==> src/rtl/fp_to_linear_seq.sv <==
// fp_to_linear_seq
//   Decodes the 8-bit float {S, E[EXP_W-1:0], F[MANT_W-1:0]} into a signed linear
//   value D = (-1)^S * F * 2^E. The left shift is done one bit per clock, so the
//   result appears E+2 cycles after the accept edge.
// Ports
//   clk, rst_n          clock, asynchronous active-low reset
//   in_valid/in_ready   input handshake; in_ready is high only in IDLE
//   S, E, F             sign, exponent (shift count) and unsigned mantissa
//   out_valid/out_ready output handshake; D is held while out_valid waits
//   D                   signed DATA_W-bit result (keeps its last value after hand-off)
//   busy                high in every state except IDLE
// MANT_W + 2**EXP_W - 1 must not exceed DATA_W - 1, so the magnitude never reaches
// the sign bit and no saturation is needed.
module fp_to_linear_seq #(
  parameter int DATA_W = 12,
  parameter int EXP_W  = 3,
  parameter int MANT_W = 4
) (
  input  logic              clk,
  input  logic              rst_n,
  input  logic              in_valid,
  output logic              in_ready,
  input  logic              S,
  input  logic [EXP_W-1:0]  E,
  input  logic [MANT_W-1:0] F,
  output logic              out_valid,
  input  logic              out_ready,
  output logic [DATA_W-1:0] D,
  output logic              busy
);

  typedef enum logic [1:0] {IDLE, SHIFT, SIGN, DONE} state_t;

  localparam logic [DATA_W-1:0] ACC_ONE = DATA_W'(1);
  localparam logic [EXP_W-1:0]  CNT_ONE = EXP_W'(1);

  state_t            state;
  logic [DATA_W-1:0] acc;
  logic [EXP_W-1:0]  cnt;
  logic              sgn;

  always_ff @(posedge clk or negedge rst_n) begin
    if (!rst_n) begin
      state     <= IDLE;
      acc       <= '0;
      cnt       <= '0;
      sgn       <= 1'b0;
      D         <= '0;
      out_valid <= 1'b0;
    end else begin
      case (state)
        IDLE: begin
          // inputs are captured here only; later changes on S/E/F are irrelevant
          if (in_valid) begin
            acc   <= {{(DATA_W-MANT_W){1'b0}}, F};
            cnt   <= E;
            sgn   <= S;
            state <= SHIFT;
          end
        end
        SHIFT: begin
          // F=0 still walks the full shift so latency depends on E only
          if (cnt == '0) begin
            state <= SIGN;
          end else begin
            acc <= acc << 1;
            cnt <= cnt - CNT_ONE;
          end
        end
        SIGN: begin
          // negating a zero magnitude gives 0, so S=1,F=0 needs no special case
          D         <= sgn ? (~acc + ACC_ONE) : acc;
          out_valid <= 1'b1;
          state     <= DONE;
        end
        DONE: begin
          if (out_ready) begin
            out_valid <= 1'b0;
            state     <= IDLE;
          end
        end
        default: begin
          out_valid <= 1'b0;
          state     <= IDLE;
        end
      endcase
    end
  end

  assign in_ready = (state == IDLE);
  assign busy     = (state != IDLE);

endmodule

==> config.mk <==
export PLATFORM = sky130hd
export DESIGN_NAME = fp_to_linear_seq
export DESIGN_NICKNAME = d
export VERILOG_FILES = /design/src/rtl/fp_to_linear_seq.sv
export SDC_FILE = /design/constraint.sdc
export NUM_CORES = 1
export LEC_CHECK = 0
export CAP_MARGIN = 30
export CORE_UTILIZATION = 40
export DETAILED_ROUTE_END_ITERATION = 10
export MAX_ROUTING_LAYER = met4
export PLACE_DENSITY = 0.73
export SLEW_MARGIN = 20
export SYNTH_ARGS = -nofsm -noshare
export SYNTH_HDL_FRONTEND = slang
export SYNTH_SLANG_ARGS = --single-unit
==> constraint.sdc <==
create_clock -name clk -period 1.8 [get_ports clk]
set_input_delay 0.27 -clock clk [delete_from_list [all_inputs] [get_ports clk]]
set_output_delay 0.27 -clock clk [all_outputs]
set_load 0.005 [all_outputs]
Word-level counts from Yosys, hierarchy flattened
Cells that the tools add are included.

$add $sub $neg: 2. Equality and inequality tests: 7. Mux-type cells: 13. Bitwise logic cells: 1. Reduce and logical (&&, ||, !) cells: 9.

Operators by type and width (number): $mux W12 (3); $pmux W12 S2 (1); $add A12 B1 Y12 const B (1); $not A12 Y12 (1); $ne A2 B2 Y1 const B (4); $pmux W2 S4 (1); $mux W2 (3); $mux W3 (2); $pmux W3 S2 (1); $reduce_and A3 Y1 (2); $reduce_bool A2 Y1 (3); $eq A2 B2 Y1 const B (2); $reduce_and A2 Y1 (2); $logic_not A3 Y1 (1); $sub A3 B1 Y3 const B (1); $eq A2 B1 Y1 const B (1); $logic_not A2 Y1 (1); $pmux W1 S2 (1); $mux W1 (1).

Register bits after elaboration: 31. Input bits: 12. Output and inout port bits: 15. Logic and storage cells: 38.

Longest topological paths before layout
Gate-level depths: netlist (run 1).

Depth in word-level cells: 3. Depth in mapped cells: 7. Gate-level depth less buffers: 6.

Least setup slack after synthesis (run 1)
OpenSTA, ideal clock, no wires.

Path type: flip-flop to flip-flop. From: register state[0]. To: register acc[10]. Arrival: 1.791 ns. Data required time: 1.721 ns. Path slack: -0.070 ns. Stages on the path, launching flop included: 7. Buffers on the path: 1. Cell sequence: dfrtp_1 -> inv_1 -> ha_1 -> nor2b_1 -> a211oi_2 -> buf_2 -> mux2i_1.

Longest elaborated chain between the ends: 3. Elaborated cells between the ends (all ways): 7. Classes of those cells: eq/ne: 3; mux: 1; reduce/logical: 3.

RTL lines: start: declaration (line 37) `state_t state;`; start signal: assignment (line 44) `state <= IDLE;`; start signal: assignment (line 58) `state <= SHIFT;`; start signal: assignment (line 64) `state <= SIGN;`; $logic_not A2 Y1 (*); named net in_ready (line 22) `output logic in_ready,`; $ne A2 B2 Y1 (no line) or $reduce_bool A2 Y1 (tied branches); $reduce_and A3 Y1 (no line); end signal: assignment (line 55) `acc <= {{(DATA_W-MANT_W){1'b0}}, F};`; end signal: assignment (line 66) `acc <= acc << 1;`; end: declaration (line 38) `logic [DATA_W-1:0] acc;`.

Mark *: on every way through the listed nets, which the timed path passes. The rest lies on a longest branch. A chain may end at the register's enable or synchronous reset.

Worst setup path in the final report (run 1)
From: register cnt[0]. To: register state[1].

Longest elaborated chain between the ends: 3.

RTL lines: start: declaration (line 39) `logic [EXP_W-1:0] cnt;`; start signal: assignment (line 67) `cnt <= cnt - CNT_ONE;`; $logic_not A3 Y1 (line 63) `if (cnt == '0) begin`; $ne A2 B2 Y1 (no line); $reduce_and A3 Y1 (no line); end signal: assignment (line 58); end signal: assignment (line 64); end signal: assignment (line 74) `state <= DONE;`.

No other way between the ends.

==> results of run 1 <==
## per-layer routing
layer	share of wire (%)	track usage, %	vias up	wire length, um
li1	-	-	703	-
met1	47	23.0	685	1790
met2	47	29.8	30	1800
met3	3.6	5.00	12	136
met4	2.1	6.77	0	80
met5	0	-	-	0
## cell families (layout without fill, tap and decap cells)
kind of cell / Yosys count / count (layout) / synth area share [%]
compound gates: 31 / 31 / 13.8
xor+xnor: 2 / 2 / 0.994
fa+ha+maj: 8 / 8 / 5.68
buf+inv: 34 / 75 / 7.45
flops: 31 / 31 / 44.0
mux: 23 / 23 / 13.6
simple gates: 49 / 49 / 14.5
## critical path, stage by stage (launching register included)
cell	delay, ns
dfrtp_1	0.36
inv_1	0.11
ha_1	0.16
ha_1	0.19
inv_1	0.10
a221oi_2	0.30
mux2_2	0.38
## how the worst max path moves through the flow
stage / start / endpoint / cells after the start
finish: cnt[0]$_DFFE_PN0P_ / state[1]$_DFFE_PN0P_ / 6
global route: cnt[0]$_DFFE_PN0P_ / acc[11]$_DFFE_PN0P_ / 7
CTS: state[0]$_DFFE_PN0P_ / busy / 4
detailed placement: state[0]$_DFFE_PN0P_ / acc[4]$_DFFE_PN0P_ / 7
global placement: acc[6]$_DFFE_PN0P_ / D[11]$_DFFE_PN0P_ / 3
floorplan: state[1]$_DFFE_PN0P_ / acc[10]$_DFFE_PN0P_ / 7
## flip-flops by register name (all words and copies together) (netlist names)
name / flops
sgn: 1
acc: 12
out_valid: 1
D: 12
cnt: 3
state: 2
## through the flow
stage,instance area (um2),total power (W)
2_1_floorplan,1770,0.00255
3_3_place_gp,2180,0.00336
3_5_place_dp,2180,0.00341
4_1_cts,2290,0.00403
5_1_grt,2320,0.00445
6_report,2320,0.00411
## cells in the final DEF (no fill, tap or decap), types with 2 or more instances in the layout
cell type and n:
a31oi_1 4, inv_1 22, a21oi_1 4, o221ai_1 2
o31ai_1 2, o21ai_0 2, dlymetal6s2s_1 2, or3_1 3
nand3_1 3, buf_4 16, nor2_1 8, ha_1 6
or2_2 2, nor2b_1 8, clkdlybuf4s50_1 24, xnor2_1 2
o311ai_0 3, inv_2 2, nand4b_1 2, or4_1 4
mux2i_1 15, mux2_2 7, nand2_1 16, clkbuf_8 6
dfrtp_1 31, o2111ai_1 2
## power by group through the flow
stage                     Clock [W]  Combinational, W  Sequential (W)
final                      0.000555           0.00240         0.00116
after global routing       0.000594           0.00266         0.00120
after CTS                  0.000571           0.00230         0.00116
after detailed placement          0           0.00223         0.00118
after global placement            0           0.00219         0.00116
after floorplan                   0           0.00140         0.00116
## timing repair
action,4_1_cts,5_1_grt
gates resized for setup,4,8
setup buffers,1,1
hold endpoints to repair,0,0
endpoints found under the setup margin,2,15
## area by class of cell
cell class              instances  area, um2
well taps                      50       62.6
fillers                       359       1790
clock inverters                 1       5.00
clock buffers                   6       82.6
multi-input cells             113        885
inverters                      24       90.1
flip-flops and latches         31        776
repair buffers                 44        420
==> run metrics, run 1 <==
global-route usage over all layers=18.9%; Reg2Reg Depth=6; cts hold-fix bufs=0; Worst-path clk slew=0.06 ns; first drt pass iteration count=4; vias in the first global route=1,357; Yosys warnings=0; share of cells above drive strength 1=19.2%; hold crit path type=input port to async pin; most numerous cell in the Yosys netlist=dfrtp_1; worst r2r src=cnt[0]$_DFFE_PN0P_; DR vias=1,430; final setup fails=0; final hold violations=0; Final nets=239; initial antenna violation count=0; IO Count=27; Crit Path Max Fanout=3; prevailing post-synth register cell=dfrtp_1; Final Max Tran Viols=0; antenna viol nets, final=0; First DRT Iteration DRCs=155; Net Sw Power=0.00155 W; WP data required=1.96 ns; Non-Filler Instances=269; vias per inst=5.32; Post-synth top cells=dfrtp_1 (31), inv_1 (24), mux2i_1 (16), nand2_1 (16); first-pass GRT wire length=6.25 mm; final worst setup slack=0.0866 ns; die footprint=0.00468 mm2; Die X=68.4 um; Worst Clk Skew=0.00361 ns; number of synthesized flops with an enable pin=0; status=finished clean; # rows=23; achievable frequency=584 MHz; PwrDens=1770 mW/mm2; Max Cap Viol=0; sw frac=37.8%; Setup Crit Path Kind=flip-flop to flip-flop; Cells after DPL=260; post-synth top area share=44.0%; Synth area leader=dfrtp_1; RSZ-0062 raised after global routing=true; Worst-Margin Slew=0.374 ns; Gate power share=58.3%; core region area=0.00412 mm2; CP Capture Type=flip-flop; register bit total from synthesis=31; final worst path period share=95.2%; pre-CTS setup slack=0.0166 ns; number of CTS-inserted buffers=5; leakage=1.05 nW; chip height=68.4 um; CTS tree=yes; setup_tns=0 ns; post-synth cell types=38; P_int=0.00256 W; minimum clock period=1.71 ns; FF-to-FF End=state[1]$_DFFE_PN0P_; later-pin clock latency in the skew report=0.28 ns; Synth Area per Inst=9.90 um2; WL per Instance=14.1 um; H-tree levels=2; register area share after synthesis=44.0%; startpoint types=flip-flop; Worst Path Arrival=1.88 ns; grt total ovfl=0; sequential share of power=28.2%; utilization after layout=56.4%; IR drop worst, VDD=0.970 mV; DP HPWL=2.58 mm; CTS sink cnt=31; largest net degree at the start of global routing=32; number of diodes=0; Max transition margin=74.4%; clock power share=13.5%; count of input and output buffers=26; Cell Area, Synth=0.00176 mm2; Starting Density=42.8%; flop2flop setup slack=0.09 ns; CTS root buf=clkbuf_8; CTS Buffer Depth=2; Synth Net Count=198; GPL Wtd Cong=0.877; WL final=3.81 mm; synth top area cells=dfrtp_1 (44%), mux2i_1 (9.1%), ha_1 (5.7%); Area Growth Syn to Fin=31.7%; # DRC=0; Fin Hold WS=0.383 ns; async set-or-reset flop fraction in the synthesized netlist=100%; Mapped Cells=178
Power figures use the tool's default switching activity.
==> run 2: changes to the inputs <==
- ABC_CLOCK_PERIOD_IN_PS: unset -> 1600
- PLACE_DENSITY: 0.73 -> 0.7
- clock period: 1.8 -> 1.6 ns (I/O delays scaled with it)
==> run metrics, run 2 (synthesis results as in run 1) <==
status=finished, violations left; failing checks=negative setup slack; GPL Wtd Cong=0.832; Final Max Tran Viols=0; Final Power=0.00532 W; # DRC=0; first-pass GRT wire length=6.86 mm; core region area=0.00412 mm2; later-pin clock latency in the skew report=0.28 ns; IO Count=27; chip height=68.4 um; utilization after layout=62.6%; grt total ovfl=0; IR drop worst, VDD=1.48 mV; worst-path cell chain=inv_2, buf_12, ha_4, nor2_4, a211oi_4, buf_6, mux2_4; number of diodes=0; number of CTS-inserted buffers=5; Reg2Reg Depth=7; Max transition margin=72.9%; achievable frequency=613 MHz; Starting Density=42.8%; crit path from=state[1]$_DFFE_PN0P_; First DRT Iteration DRCs=119; WL per Instance=15.2 um; DP HPWL=3.02 mm; largest net degree at the start of global routing=32; vias in the first global route=1,489; CTS root buf=clkbuf_8; Area Growth Syn to Fin=46.1%; commonest non-fill, non-tap cell in the layout=buf_4; CP max-delay cell=dfrtp_1; H-tree levels=2; highest-count cells in the layout ignoring fill and taps=buf_4 (33), dfrtp_1 (31), clkdlybuf4s50_1 (24); hold crit path type=input port to async pin; PwrDens=2070 mW/mm2; DR vias=1,516; CTS Buffer Depth=2; final worst setup slack=-0.0319 ns; cts hold-fix bufs=0; worst r2r src=state[1]$_DFFE_PN0P_; vias per inst=5.21; leakage=1.16 nW; Worst Path Arrival=1.80 ns; antenna viol nets, final=0; final setup fails=6; Setup Crit Path Kind=flip-flop to flip-flop; initial antenna violation count=0; global-route usage over all layers=21.0%; fin area=0.00258 mm2; CP peak stage delay=0.39 ns; WL final=4.41 mm; Largest regs=D (12), acc (12), cnt (3); Final nets=260; minimum clock period=1.63 ns; startpoint types=flip-flop; first drt pass iteration count=4; Die X=68.4 um; Worst-path clk slew=0.07 ns; CTS tree=yes; Placed Instance Area=0.00232 mm2; Max Cap Viol=0; Worst Clk Skew=0.00473 ns; final hold violations=0; count of input and output buffers=26; share of cells above drive strength 1=31.1%; Worst-Margin Slew=0.406 ns; CTS sink cnt=31; CP Capture Type=flip-flop; # rows=23; RSZ-0062 raised after global routing=true; die footprint=0.00468 mm2; final worst path period share=102%; Crit Path Max Fanout=6; WP data required=1.77 ns
-- run 2: cell count changes in the layout (fill, tap and decap cells not counted), sizes merged --
cell	change
clkbuf	+2
buf	+20
dlygate4sd2	+1
dlymetal6s2s	-2
or4	+1
-- run 2: repair_timing --
item,CTS,global route
gates resized for setup,10,18
pin swaps,5,7
buffers inserted,5,4
endpoints found under the setup margin,23,24
cloned,0,1
-- run 2: cell type report --
cell class / count / area, um2
clock buffers: 7 / 76.3
clock inverters: 1 / 5.00
fillers: 328 / 1540
inverters: 24 / 90.1
multi-input cells: 114 / 1000
flip-flops and latches: 31 / 776
well taps: 50 / 62.6
repair buffers: 64 / 567
-- run 2: critical path: cells and delay by family, from the launching register on --
| kind | cells | cell delay, ns |
|---|---|---|
| DFF | 1 | 0.39 |
| buffers and inverters | 3 | 0.37 |
| muxes | 1 | 0.29 |
| AOI/OAI and AO/OA | 1 | 0.24 |
| adders and majority gates | 1 | 0.18 |
| and+or+nand+nor | 1 | 0.05 |
-- run 2: power breakdown --
group          internal, W  switching [W]
Sequential         0.00110       0.000201
Combinational      0.00191        0.00152
Clock             0.000305       0.000294
Total              0.00331        0.00201
-- run 2: final timing paths --
| path | slack (ns) | to |
|---|---|---|
| max | -0.03 | acc[3]$_DFFE_PN0P_ |
| min | 0.35 | D[5]$_DFFE_PN0P_ |
| max reg2reg | -0.03 | acc[3]$_DFFE_PN0P_ |
| min reg2reg | 0.49 | D[7]$_DFFE_PN0P_ |
| max in group asynchronous | 0.95 | acc[2]$_DFFE_PN0P_ |
| min in group clk | 0.49 | D[7]$_DFFE_PN0P_ |
-- run 2: stage by stage --
step | hold WS (ns) | setup TNS, ns | instances | worst slack (ns)
after detailed placement | 0.472 | -1.50 | 273 | -0.136
after floorplan | -0.0556 | -0.532 | 178 | -0.0482
after CTS | 0.365 | -0.148 | 286 | -0.0303
after global placement | 0.482 | -0.428 | 273 | -0.0775
after global routing | 0.419 | -0.564 | 291 | -0.0796
final | 0.354 | -0.114 | 291 | -0.0319
-- run 2: routing by layer --
| layer | wire length [um] | global-route usage, % | up-vias |
|---|---|---|---|
| met4 | 78 | 7.03 | 0 |
| li1 | - | - | 744 |
| met1 | 1910 | 24.3 | 731 |
| met2 | 2300 | 35.4 | 35 |
| met3 | 124 | 5.00 | 6 |
| met5 | 0 | - | - |
==> run 3: changes to the inputs <==
- CAP_MARGIN: 30 -> 20
==> results of run 3 <==
The final DEF is identical to that of run 2; final timing and power are the same.
